<file path="src/rtl/lif_pkg.sv">
// Shared types and defaults for the time-multiplexed LIF neuron scheduler.
// Optional refractory behaviour is selected with the LIF_REFRACTORY_EN macro.
package lif_pkg;

  typedef enum logic [1:0] {
    IDLE  = 2'd0,
    SWEEP = 2'd1,
    DONE  = 2'd2
  } lif_state_e;

  localparam int LIF_W          = 8;
  localparam int LIF_THRESHOLD  = 200;
  localparam int LIF_LEAK_SHIFT = 2;

  // Unsigned add clamped to 2^w-1; operands are zero-extended, w <= 16.
  function automatic logic [15:0] sat_add(input logic [15:0] a,
                                          input logic [15:0] b,
                                          input int unsigned w);
    logic [16:0] sum;
    logic [16:0] max_v;
    sum   = {1'b0, a} + {1'b0, b};
    max_v = (17'd1 << w) - 17'd1;
    return (sum > max_v) ? max_v[15:0] : sum[15:0];
  endfunction

endpackage

</file>
<file path="src/rtl/lif_update_core.sv">
// Combinational leak/integrate/threshold datapath shared by all virtual neurons.
// With LIF_REFRACTORY_EN defined, a 2-bit refractory count suppresses updates.
module lif_update_core
  import lif_pkg::*;
#(
  parameter int W          = LIF_W,
  parameter int THRESHOLD  = LIF_THRESHOLD,
  parameter int LEAK_SHIFT = LIF_LEAK_SHIFT
) (
  input  logic [W-1:0] state_in,
  input  logic [W-1:0] acc_in,
  input  logic [1:0]   refr_in,
  output logic [W-1:0] state_out,
  output logic         spike,
  output logic [1:0]   refr_out
);

  localparam logic [W:0] THR = (W+1)'(THRESHOLD);

  logic [W-1:0] leaked;
  logic [W-1:0] v;
  logic         fire;

  always_comb begin
    leaked = state_in - (state_in >> LEAK_SHIFT);
    v      = W'(sat_add(16'(leaked), 16'(acc_in), W));
    fire   = ({1'b0, v} >= THR);

    state_out = v;
    spike     = 1'b0;
    refr_out  = 2'd0;
`ifdef LIF_REFRACTORY_EN
    if (refr_in != 2'd0) begin
      state_out = '0;
      refr_out  = refr_in - 2'd1;
    end else if (fire) begin
      state_out = '0;
      spike     = 1'b1;
      refr_out  = 2'd2;
    end
`else
    if (fire) begin
      state_out = '0;
      spike     = 1'b1;
    end
`endif
  end

`ifndef LIF_REFRACTORY_EN
  logic unused_refr;
  assign unused_refr = ^refr_in;
`endif

endmodule

</file>
<file path="src/rtl/lif_scheduler.sv">
// Sweeps N_NEURONS virtual LIF neurons through one shared update core per tick,
// buffering injected current and emitting spikes over a valid/ready port.
// Optional refractory counters are enabled with LIF_REFRACTORY_EN.
module lif_scheduler
  import lif_pkg::*;
#(
  parameter int N_NEURONS  = 4,
  parameter int W          = LIF_W,
  parameter int THRESHOLD  = LIF_THRESHOLD,
  parameter int LEAK_SHIFT = LIF_LEAK_SHIFT,
  localparam int IW        = $clog2(N_NEURONS)
) (
  input  logic          clk,
  input  logic          rst_n,
  input  logic          cur_valid,
  input  logic [IW-1:0] cur_idx,
  input  logic [W-1:0]  cur_data,
  output logic          cur_ready,
  input  logic          tick,
  output logic          busy,
  output logic          done,
  output logic          overrun,
  output logic          spk_valid,
  output logic [IW-1:0] spk_idx,
  input  logic          spk_ready,
  input  logic [IW-1:0] mon_idx,
  output logic [W-1:0]  mon_state
);

  localparam logic [IW-1:0] LAST_IDX = IW'(N_NEURONS - 1);

  lif_state_e    fsm_q, fsm_d;
  logic [IW-1:0] idx_q, idx_d;
  logic [W-1:0]  state_q [N_NEURONS];
  logic [W-1:0]  state_d [N_NEURONS];
  logic [W-1:0]  acc_q   [N_NEURONS];
  logic [W-1:0]  acc_d   [N_NEURONS];
  logic          spk_valid_q, spk_valid_d;
  logic [IW-1:0] spk_idx_q, spk_idx_d;
  logic          overrun_q, overrun_d;
  logic [W-1:0]  mon_state_q, mon_state_d;

  logic [W-1:0]  core_state;
  logic          core_spike;
  logic [1:0]    core_refr_in;
  logic [1:0]    core_refr_out;
  logic          commit;

`ifdef LIF_REFRACTORY_EN
  logic [1:0] refr_q [N_NEURONS];
  logic [1:0] refr_d [N_NEURONS];
  assign core_refr_in = refr_q[idx_q];
`else
  logic unused_core_refr;
  assign core_refr_in     = 2'd0;
  assign unused_core_refr = ^core_refr_out;
`endif

  lif_update_core #(
    .W         (W),
    .THRESHOLD (THRESHOLD),
    .LEAK_SHIFT(LEAK_SHIFT)
  ) u_core (
    .state_in (state_q[idx_q]),
    .acc_in   (acc_q[idx_q]),
    .refr_in  (core_refr_in),
    .state_out(core_state),
    .spike    (core_spike),
    .refr_out (core_refr_out)
  );

  // A spiking neuron may only commit when the output register frees up this cycle.
  assign commit = (fsm_q == SWEEP) && (!core_spike || !spk_valid_q || spk_ready);

  always_comb begin
    fsm_d       = fsm_q;
    idx_d       = idx_q;
    state_d     = state_q;
    acc_d       = acc_q;
    spk_valid_d = spk_valid_q;
    spk_idx_d   = spk_idx_q;
    overrun_d   = overrun_q;
    mon_state_d = state_q[mon_idx];
`ifdef LIF_REFRACTORY_EN
    refr_d      = refr_q;
`endif

    if (spk_valid_q && spk_ready) begin
      spk_valid_d = 1'b0;
    end

    case (fsm_q)
      IDLE: begin
        if (cur_valid) begin
          acc_d[cur_idx] = W'(sat_add(16'(acc_q[cur_idx]), 16'(cur_data), W));
        end
        if (tick) begin
          fsm_d = SWEEP;
          idx_d = '0;
        end
      end
      SWEEP: begin
        if (tick) overrun_d = 1'b1;
        if (commit) begin
          state_d[idx_q] = core_state;
          acc_d[idx_q]   = '0;
`ifdef LIF_REFRACTORY_EN
          refr_d[idx_q]  = core_refr_out;
`endif
          if (core_spike) begin
            spk_valid_d = 1'b1;
            spk_idx_d   = idx_q;
          end
          if (idx_q == LAST_IDX) begin
            fsm_d = DONE;
          end else begin
            idx_d = idx_q + 1'b1;
          end
        end
      end
      DONE: begin
        if (tick) overrun_d = 1'b1;
        fsm_d = IDLE;
      end
      default: fsm_d = IDLE;
    endcase
  end

  always_ff @(posedge clk or negedge rst_n) begin
    if (!rst_n) begin
      fsm_q       <= IDLE;
      idx_q       <= '0;
      spk_valid_q <= 1'b0;
      spk_idx_q   <= '0;
      overrun_q   <= 1'b0;
      mon_state_q <= '0;
      for (int i = 0; i < N_NEURONS; i++) begin
        state_q[i] <= '0;
        acc_q[i]   <= '0;
`ifdef LIF_REFRACTORY_EN
        refr_q[i]  <= 2'd0;
`endif
      end
    end else begin
      fsm_q       <= fsm_d;
      idx_q       <= idx_d;
      spk_valid_q <= spk_valid_d;
      spk_idx_q   <= spk_idx_d;
      overrun_q   <= overrun_d;
      mon_state_q <= mon_state_d;
      state_q     <= state_d;
      acc_q       <= acc_d;
`ifdef LIF_REFRACTORY_EN
      refr_q      <= refr_d;
`endif
    end
  end

  assign cur_ready = (fsm_q == IDLE);
  assign busy      = (fsm_q == SWEEP);
  assign done      = (fsm_q == DONE);
  assign overrun   = overrun_q;
  assign spk_valid = spk_valid_q;
  assign spk_idx   = spk_idx_q;
  assign mon_state = mon_state_q;

endmodule

</file>
<file path="config.mk">
export PLATFORM = sky130hd
export DESIGN_NAME = lif_scheduler
export DESIGN_NICKNAME = d
export VERILOG_FILES = /design/src/rtl/lif_pkg.sv /design/src/rtl/lif_update_core.sv /design/src/rtl/lif_scheduler.sv
export SDC_FILE = /design/constraint.sdc
export NUM_CORES = 1
export LEC_CHECK = 0
export CAP_MARGIN = 20
export CELL_PAD_IN_SITES_DETAIL_PLACEMENT = 1
export CELL_PAD_IN_SITES_GLOBAL_PLACEMENT = 1
export CORE_MARGIN = 2
export CORE_UTILIZATION = 48
export CTS_CLUSTER_SIZE = 25
export DETAILED_ROUTE_END_ITERATION = 10
export PLACE_DENSITY_LB_ADDON = 0.08
export SYNTH_ARGS = -nofsm -noshare
export SYNTH_HDL_FRONTEND = slang
export SYNTH_SLANG_ARGS = --single-unit
</file>
<file path="constraint.sdc">
create_clock -name clk -period 7.5 [get_ports clk]
set_input_delay 1.5 -clock clk [delete_from_list [all_inputs] [get_ports clk]]
set_output_delay 1.5 -clock clk [all_outputs]
set_load 0.02 [all_outputs]
</file>
Word level (Yosys, flattened, before mapping)
Cells that the tools add are included.
- flip-flop bits (word level): 80
- bits in latches: 0
- bits in writable memories: 0
- bits in read-only memories: 0
- input bits: 17
- output and inout bits: 15
- word-level logic and storage cells: 93
- memories kept: 0
- $add $sub $neg: 4
- $mul: 0
- div/mod/pow operators: 0
- order comparisons: 8
- eq/ne operators: 8
- shifts and indexed selects: 0
- muxes and demuxes: 37
- bitwise gates (word level): 5
- reductions and logical operators: 17
- operators with widths (operator ; number):
    2-to-1 mux 8 bit ; 13
    binary-select mux 8 bit (select 2 bit) ; 4
    bitwise mux 32 bit ; 2
    2-to-1 mux 32 bit ; 2
    one-hot mux 32 bit (2 select lines) ; 1
    AND 32 bit ; 1
    demux 8 bit (select 2 bit) ; 2
    inverter 32 bit ; 1
    adder 8 x 8 -> 9 bit ; 2
    > comparator 9 x 8 -> 1 bit (second input constant) ; 2
    2-to-1 mux 2 bit ; 6
    >= comparator 3 bit (second input constant) ; 3
    inverter 2 -> 3 bit ; 3
    AND reduction 3 bit ; 3
    >= comparator 8 bit (second input constant) ; 1
    one-hot mux 2 bit (2 select lines) ; 2
    subtractor 8 x 6 -> 8 bit ; 1
    less-than comparator 3 x 1 -> 1 bit (second input constant) ; 2
    != test 2 x 1 -> 1 bit (second input constant) ; 3
    2-to-1 mux 1 bit ; 5
    == test 2 bit (second input constant) ; 2
    logical AND 1 bit ; 4
    != test 2 bit (second input constant) ; 2
    AND reduction 2 bit ; 2
    8 further kinds ; 10

Logic depth before layout (Yosys ltp)
Gate-level depths: netlist of run 1.
- word-level depth: 16
- depth in mapped cells: 21
- depth with buffers taken out: 19

Hierarchy
Synthesis of run 1 repeated with hierarchy kept, for this count alone.
- cell total of the unflattened synthesis: 426
- area, all modules: 5211.2 um2
- by module, submodules not included (module ; instances ; cells each ; area an instance (um2) ; seq. area each (um2)):
    lif_scheduler ; 1 ; 320 ; 4410.5 ; 2001.9
    lif_update_core ; 1 ; 106 ; 800.8 ; 0.0

Least setup slack after synthesis of run 1
Ideal clock, no wire load.
- kind: register -> register
- from: register idx_q[0]
- to: register state_q[24] (netlist bit)
- setup time: 0.125 ns
- arrival time: 5.245 ns
- required time: 7.375 ns
- path slack: 2.130 ns
- stages on the path, launching flop included: 21
- buffers on the path: 4
- period minus slack after synthesis: 5.370 ns
- cell sequence: dfrtp_1 -> clkbuf_1 -> buf_1 -> mux4_2 -> ha_1 -> nor2b_1 -> o21ai_0 -> a21boi_0 -> o21ai_0 -> nand2b_1 -> xor2_1 -> ha_1 -> buf_2 -> and3_1 -> a221oi_4 -> o221ai_1 -> nor3_4 -> nor3_4 -> or2_1 -> buf_6 -> mux2_4
- word-level cells in the longest chain between the ends: 15
- elaborated cells on any way between the ends: 25
- classes of those cells: add/sub: 2; order compare: 4; mux: 12; bitwise: 1; reduce/logical: 6
- RTL lines (item ; line ; text):
    start, declared ; lif_scheduler.sv:33 ; logic [IW-1:0] idx_q, idx_d;
    start signal, assigned ; lif_scheduler.sv:146 ; idx_q <= idx_d;
    inverter 2 -> 3 bit (not written as such) * ; lif_scheduler.sv:64, lif_scheduler.sv:65, lif_scheduler.sv:105 ;
    binary-select mux 8 bit (select 2 bit) ; lif_scheduler.sv:64 ; .state_in (state_q[idx_q]),
    2-to-1 mux 8 bit (not written as such) (2 in series) ; lif_scheduler.sv:64 ;
    subtractor 8 x 6 -> 8 bit ; lif_update_core.sv:25 ; leaked = state_in - (state_in >> LEAK_SHIFT);
    adder 8 x 8 -> 9 bit ; lif_pkg.sv:21 ; sum = {1'b0, a} + {1'b0, b};
    > comparator 9 x 8 -> 1 bit ; lif_pkg.sv:23 ; return (sum > max_v) ? max_v[15:0] : sum[15:0];
    2-to-1 mux 8 bit ; lif_pkg.sv:23 ;
    >= comparator 8 bit ; lif_update_core.sv:27 ; fire = ({1'b0, v} >= THR);
    2-to-1 mux 1 bit ; lif_update_core.sv:42 ; if (fire) begin
    logical NOT 1 bit ; lif_scheduler.sv:73 ; assign commit = (fsm_q == SWEEP) && (!core_spike || !spk_valid_q || spk_ready);
    logical OR 1 bit (2 in series) ; lif_scheduler.sv:73 ;
    logical AND 1 bit ; lif_scheduler.sv:73 ;
    AND reduction 2 bit (no line) ; n/a ;
    end signal, assigned ; lif_scheduler.sv:151 ; state_q <= state_d;
    end, declared ; lif_scheduler.sv:34 ; logic [W-1:0] state_q [N_NEURONS];
Every way passes the cells marked *; elsewhere a longest branch is shown, timed or not. The select of a mux whose other input is x is not followed.
A chain may end at the register's enable or synchronous reset.

Final worst setup path of run 1
- from: register idx_q[0]
- to: register state_q[16] (netlist bit)
The elaborated chain is that of the path after synthesis.

==> insert_results.sql, run 1 <==
INSERT INTO impl_metrics (metric_group, metric, value, unit) VALUES
('die', 'rows', '37', ''),
('logic_synthesis', 'synth-edff-count', '0', ''),
('critical_path', 'critical_path.cell_chain', 'buf_4, mux4_2, ha_1, nor2b_1, o21ai_0, a21boi_0, o21ai_0, nand2b_1, xor2_1, ha_1, or4b_2, o311ai_0, nor3_4, nor3_4, or2_1, mux2_4', ''),
('sta', 'maxClockFrequency', '171', 'MHz'),
('logic_synthesis', 'synth_top_cell_area_share', '39.1', '%'),
('detailed_routing', 'route.vias.total', '3570', ''),
('place', 'hpwl', '9450', 'um'),
('hold_path', 'type_of_the_tightest_min_delay_check', 'reg -> reg', ''),
('clocking', 'cts.repair.resized', '0', ''),
('detailed_routing', 'routedWlPerCell', '21.9', 'um'),
('critical_path', 'startpoint_type', 'flip-flop', ''),
('global_route', 'grt_start_max_net_pins', '81', ''),
('clocking', 'postCtsSetupRepairBufs', '0', ''),
('global_route', 'grt_remaining_overflow', '0', ''),
('clocking', 'clockBufferDepth', '2', ''),
('detailed_routing', 'finalWirelength', '12800', 'um'),
('status', 'status', 'completed', ''),
('critical_path', 'worstPathBufferInverterCount', '1', ''),
('logic_synthesis', 'post-synth-top-area-cell', 'dfrtp_1', ''),
('sta', 'setup_violations', '0', ''),
('logic_synthesis', 'syn_nets', '467', ''),
('layout', 'fillerInstances', '1056', ''),
('critical_path', 'cp_data_required_time', '7.74', 'ns'),
('layout', 'number_of_nets_in_the_finished_design', '493', ''),
('critical_path', 'timing.critical_path.fanout_max', '18', ''),
('die', 'initial_standard_cell_utilization_of_the_core', '49.6', '%'),
('logic_synthesis', 'synth.ff_latch_count', '80', ''),
('logic_synthesis', 'synth-seq-area-share', '39.1', '%'),
('layout', 'antenna_cells_inserted', '0', ''),
('die', 'die_area', '11500', 'um2'),
('detailed_routing', 'dr.pass1.iters', '4', ''),
('logic_synthesis', 'syn-instance-count', '418', ''),
('detailed_routing', 'ant_nets', '0', ''),
('sta', 'hold_violations', '0', ''),
('logic_synthesis', 'ys_dominant_reg_cell', 'dfrtp_1', ''),
('critical_path', 'cp_slowest_cell', 'or4b_2', ''),
('critical_path', 'cp_top_family', 'simple AND/OR/NAND/NOR gates', ''),
('layout', 'area_growth_syn_to_layout', '11.2', '%'),
('sta', 'timing.max_slew.rel_slack', '32.5', '%'),
('logic_synthesis', 'synthTopCellsByArea', 'dfrtp_1 (39%), mux4_2 (14%), ha_1 (7.1%), mux2_4 (7.0%), o2bb2ai_1 (4.8%)', ''),
('sta', 'timing.final.crit_share', '78.1', '%'),
('sta', 'slew_viol_final', '0', ''),
('die', 'chipHeight', '107', 'um'),
('die', 'core', '10300', 'um2'),
('logic_synthesis', 'avgSynthCellArea', '12.2', 'um2'),
('sta', 'period_minus_slack', '5.86', 'ns'),
('die', 'die_width', '107', 'um'),
('clocking', 'cts_tree', 'done', ''),
('clocking', 'post_cts_hold_buffer_count', '0', ''),
('logic_synthesis', 'synth_async_sr_flop_share', '100', '%'),
('sta', 'totalNegativeSetupSlack', '0', 'ns'),
('global_route', 'global_route_usage_sum', '24.1', '%'),
('clocking', 'clock_tree.root_cell', 'clkbuf_8', ''),
('logic_synthesis', 'synth_warnings', '0', ''),
('sta', 'grt_setup_unrepaired', 'no', ''),
('detailed_routing', 'drt_first_iter_violations', '172', ''),
('critical_path', 'timing.setup.critical_path_class', 'reg -> reg', ''),
('global_route', 'first_global_vias', '3791', ''),
('die', 'ios', '32', ''),
('clocking', 'cts.reportedPaths.clkPinSlew', '0.09', 'ns'),
('place', 'gpl.final_weighted_congestion', '0.837', ''),
('layout', 'drive_gt1_share', '19.8', '%'),
('logic_synthesis', 'mappedNetlistArea', '5120', 'um2'),
('critical_path', 'slowest_cell_delay_on_critical_path', '0.70', 'ns'),
('logic_synthesis', 'synthDistinctLibCells', '60', ''),
('detailed_routing', 'routed_via_density', '6.10', ''),
('clocking', 'number_of_buffers_created_by_cts', '9', ''),
('clocking', 'clock_sinks', '80', ''),
('clocking', 'clock_tree.htree_level_count', '3', ''),
('layout', 'ff_latch_area', '2000', 'um2'),
('sta', 'clock_skew', '0.0229', 'ns'),
('detailed_routing', 'drc', '0', ''),
('run', 'timing.max_cap.violations', '0', ''),
('sta', 'max_slew.worst_pin.slew', '1.01', 'ns'),
('critical_path', 'setup.worst_path.end_class', 'flip-flop', ''),
('clocking', 'insertion_delay', '0.36', 'ns'),
('global_route', 'grt_first_pass_wirelength', '21000', 'um'),
('layout', 'multi_input_area', '2930', 'um2'),
('place', 'placement.io_buffers', '31', ''),
('critical_path', 'data_arrival_at_the_endpoint_of_the_critical_path', '6.10', 'ns'),
('global_route', 'antenna_found_initial', '0', '');
## cells in the mapped netlist (all sizes together), types with 3 or more instances
| library cell | instances |
|---|---|
| inv | 21 |
| nor3b | 3 |
| buf | 12 |
| or2 | 6 |
| o21ai | 26 |
| a22o | 3 |
| a21o | 9 |
| nor3 | 7 |
| nor2b | 4 |
| a21oi | 11 |
| mux4 | 32 |
| nand3b | 3 |
| ha | 29 |
| a211oi | 3 |
| mux2 | 26 |
| xnor2 | 9 |
| dfrtp | 80 |
| nand2 | 19 |
| o22ai | 3 |
| xor2 | 5 |
| o2bb2ai | 28 |
| fa | 3 |
| nor2 | 28 |
| nand2b | 7 |
| clkbuf | 7 |
## worst register-to-register path, delay by kind of cell, from the launching register on
family                     cells  cell delay (ns)
muxes                          2             0.91
buffers and inverters          1             0.30
AOI/OAI and AO/OA              4             0.81
DFF                            1             0.69
xor gates and xnor gates       1             0.16
adders and majority gates      2             0.73
and+or+nand+nor                6             2.14
## metal layers
metal	share of wire, %	global-route usage [%]	up-vias
li1	-	-	1632
met5	0	0	-
met3	2.4	3.33	13
met2	48	39.0	52
met1	48	34.4	1873
met4	1.4	6.40	0
## metrics by stage
step | instance area [um2] | std cells | setup slack [ns] | util [%] | hold slack [ns]
global route | 5690 | 585 | 1.21 | 55.1 | 0.522
detailed placement | 5510 | 569 | 1.67 | 53.3 | 0.461
global placement | 5510 | 569 | 1.84 | 53.3 | 0.441
finish | 5690 | 585 | 1.64 | 55.1 | 0.478
floorplan | 5120 | 418 | 2.13 | - | 0.467
CTS | 5690 | 585 | 1.65 | 55.1 | 0.482
## logic make-up after synthesis
logic type	count (synthesis)	synth area share, %
compound gates	105	15.4
simple gates	87	9.16
flops	80	39.1
mux	60	21.9
buf+inv	40	3.76
fa+ha+maj	32	8.26
xor+xnor	14	2.39
## placed cells by master (no fill, tap or decap), types with 4 or more instances in the layout
cell / netlist / routed
a21o_1: 9 / 9
a21oi_1: 11 / 11
buf_4: 0 / 4
clkbuf_8: 0 / 10
clkdlybuf4s50_1: 0 / 30
dfrtp_1: 80 / 80
ha_1: 29 / 29
inv_1: 21 / 21
mux2_4: 24 / 24
mux4_2: 32 / 32
nand2_1: 19 / 19
nand2b_1: 7 / 7
nor2_1: 28 / 28
nor2b_1: 4 / 4
nor3_1: 4 / 4
o21ai_0: 24 / 24
o2bb2ai_1: 28 / 28
or2_1: 5 / 5
xnor2_1: 9 / 9
xor2_1: 5 / 5
## path summary, 6_finish.rpt
check                          from           to  slack [ns]  cells after the start
max                        idx_q[0]  state_q[16]        1.64                     16
min                         overrun      overrun        0.48                      1
max reg2reg                idx_q[0]  state_q[16]        1.64                     16
min reg2reg                 overrun      overrun        0.48                      1
max in group asynchronous     rst_n     acc_q[2]        5.52                      1
min in group asynchronous     rst_n  state_q[21]        1.28                      1
## area by class of cell
class | instances | share of cell area, %
clock buffer | 10 | 2.42
clock inverter | 6 | 0.857
inverter | 21 | 1.38
multi-input combinational | 298 | 51.4
sequential | 80 | 35.2
tap | 136 | 2.99
timing repair buffer | 34 | 5.80
## sequential cells by signal (all words and copies together) (netlist names)
name,cells
acc_q,32
spk_idx,2
state_q,32
fsm_q,2
mon_state,8
spk_valid,1
idx_q,2
overrun,1
Power of run 1 is left out: the tool's default activity adds up to more than one toggle a clock period on the data nets, which glitch-free logic cannot reach.
==> run 2, diff against run 1 <==
==> constraint.sdc (replaced) <==
create_clock -name clk -period 5.5 [get_ports clk]
set_input_delay 1.1 -clock clk [delete_from_list [all_inputs] [get_ports clk]]
set_output_delay 1.1 -clock clk [all_outputs]
set_load 0.02 [all_outputs]
==> run 2 against run 1 <==
  * Count of clock-buffer cells in the layout unchanged
  * Critical path depth unchanged
  * Die area unchanged
  * Clock skew decreased by 0.012 ns
  * Final area increased by 1.9%
  * Non-clock buffer count increased by 6
==> insert_results.sql, run 2 (same netlist as run 1, synthesis figures left out) <==
INSERT INTO impl_metrics (metric_group, metric, value, unit) VALUES
('clocking', 'insertion_delay', '0.36', 'ns'),
('critical_path', 'slowest_cell_delay_on_critical_path', '0.70', 'ns'),
('die', 'rows', '37', ''),
('sta', 'hold_violations', '0', ''),
('critical_path', 'critical_path.cell_chain', 'mux4_2, inv_1, ha_1, nor2b_1, o21ai_0, a21boi_0, o21ai_0, nand2b_1, xor2_1, ha_1, or4b_2, o311ai_0, nor3_4, nor3_4, or2_1, mux2_4', ''),
('detailed_routing', 'route.vias.total', '3614', ''),
('layout', 'fin_util', '56.2', '%'),
('clocking', 'clockBufferDepth', '2', ''),
('detailed_routing', 'drt_first_iter_violations', '183', ''),
('detailed_routing', 'routed_via_density', '6.12', ''),
('layout', 'fillerInstances', '1039', ''),
('global_route', 'first_global_vias', '3791', ''),
('die', 'die_width', '107', 'um'),
('die', 'chipHeight', '107', 'um'),
('critical_path', 'startpoint_type', 'flip-flop', ''),
('detailed_routing', 'finalWirelength', '13100', 'um'),
('layout', 'antenna_cells_inserted', '0', ''),
('die', 'ios', '32', ''),
('die', 'initial_standard_cell_utilization_of_the_core', '49.6', '%'),
('detailed_routing', 'ant_nets', '0', ''),
('detailed_routing', 'dr.pass1.iters', '4', ''),
('critical_path', 'timing.setup.critical_path_class', 'reg -> reg', ''),
('clocking', 'cts.reportedPaths.clkPinSlew', '0.09', 'ns'),
('global_route', 'grt_start_max_net_pins', '81', ''),
('detailed_routing', 'routedWlPerCell', '22.1', 'um'),
('clocking', 'cts_tree', 'done', ''),
('sta', 'grt_setup_unrepaired', 'no', ''),
('status', 'status', 'completed', ''),
('layout', 'number_of_nets_in_the_finished_design', '499', ''),
('layout', 'area_growth_syn_to_layout', '13.3', '%'),
('run', 'timing.max_cap.violations', '0', ''),
('die', 'die_area', '11500', 'um2'),
('sta', 'setup_violations', '0', ''),
('global_route', 'grt_first_pass_wirelength', '21100', 'um'),
('sta', 'totalNegativeSetupSlack', '0', 'ns'),
('critical_path', 'cp_top_family', 'simple AND/OR/NAND/NOR gates', ''),
('sta', 'max_slew.worst_pin.slew', '0.868', 'ns'),
('sta', 'maxClockFrequency', '194', 'MHz'),
('clocking', 'post_cts_hold_buffer_count', '0', ''),
('critical_path', 'setup.worst_path.end_class', 'flip-flop', ''),
('sta', 'slew_viol_final', '0', ''),
('place', 'hpwl', '9580', 'um'),
('hold_path', 'type_of_the_tightest_min_delay_check', 'reg -> reg', ''),
('clocking', 'clock_tree.htree_level_count', '3', ''),
('layout', 'mostFrequentLayoutCells', 'dfrtp_1 (79), mux4_2 (32), clkdlybuf4s50_1 (30), ha_1 (29)', ''),
('critical_path', 'timing.critical_path.fanout_max', '10', ''),
('critical_path', 'worstPathBufferInverterCount', '1', ''),
('global_route', 'global_route_usage_sum', '24.6', '%'),
('clocking', 'clock_sinks', '80', ''),
('layout', 'mostFrequentLayoutCell', 'dfrtp_1', ''),
('layout', 'drive_gt1_share', '21.3', '%'),
('place', 'gpl.final_weighted_congestion', '0.786', ''),
('critical_path', 'cp_data_required_time', '5.75', 'ns'),
('sta', 'clock_skew', '0.0111', 'ns'),
('clocking', 'clock_tree.root_cell', 'clkbuf_8', ''),
('sta', 'timing.max_slew.rel_slack', '41.4', '%'),
('critical_path', 'data_arrival_at_the_endpoint_of_the_critical_path', '5.39', 'ns'),
('sta', 'period_minus_slack', '5.14', 'ns'),
('critical_path', 'cp_slowest_cell', 'or4b_2', ''),
('global_route', 'grt_remaining_overflow', '0', ''),
('place', 'placement.io_buffers', '31', ''),
('global_route', 'antenna_found_initial', '0', ''),
('die', 'core', '10300', 'um2'),
('detailed_routing', 'drc', '0', ''),
('clocking', 'number_of_buffers_created_by_cts', '9', ''),
('sta', 'timing.final.crit_share', '93.5', '%');
run 2: changes by cell type in the layout (fill, tap and decap cells not counted), moves of 2 or more:
cell and change:
buf_4 +4, or2_1 -2, bufinv_16 +2, or2_2 +2, clkinv_4 -2
run 2: worst paths after layout:
path,from,endpoint,slack (ns),depth (start not counted)
worst max-delay path,idx_q[0],state_q[21],0.36,16
worst min-delay path,overrun,overrun,0.46,1
worst max register to register,idx_q[0],state_q[21],0.36,16
worst min register to register,overrun,overrun,0.46,1
max in group asynchronous,rst_n,idx_q[0],4.34,2
min in group asynchronous,rst_n,state_q[29],0.56,1
run 2: area by class of cell:
class	instances	area (um2)	share of cell area, %
multi-input cells	298	2930	50.4
flip-flops and latches	80	2000	34.5
repair buffers	40	408	7.03
well taps	136	170	2.93
clock buffers	10	128	2.20
clock inverters	6	90.1	1.55
inverters	21	78.8	1.36
run 2: metrics by stage:
step | instance area [um2] | std cells | worst slack (ns) | hold WS [ns]
4_1_cts | 5750 | 589 | 0.155 | 0.473
2_1_floorplan | 5120 | 418 | 0.130 | 0.467
3_3_place_gp | 5540 | 573 | 0.389 | 0.438
6_report | 5800 | 591 | 0.358 | 0.465
3_5_place_dp | 5540 | 573 | 0.189 | 0.451
5_1_grt | 5800 | 591 | 0.0314 | 0.482
run 2: what timing repair did:
item | CTS | global route
setup endpoints to repair | 0 | 62
resized for setup | 0 | 3
setup buffers | 0 | 1
run 2: layer usage:
metal | GRT usage, % | vias up | part of all wire [%]
met3 | 5.63 | 21 | 3.2
li1 | - | 1645 | -
met4 | 7.51 | 0 | 2.3
met5 | 0 | - | 0
met2 | 40.3 | 73 | 51
met1 | 32.7 | 1875 | 44
Power of run 2 is left out for the same reason.
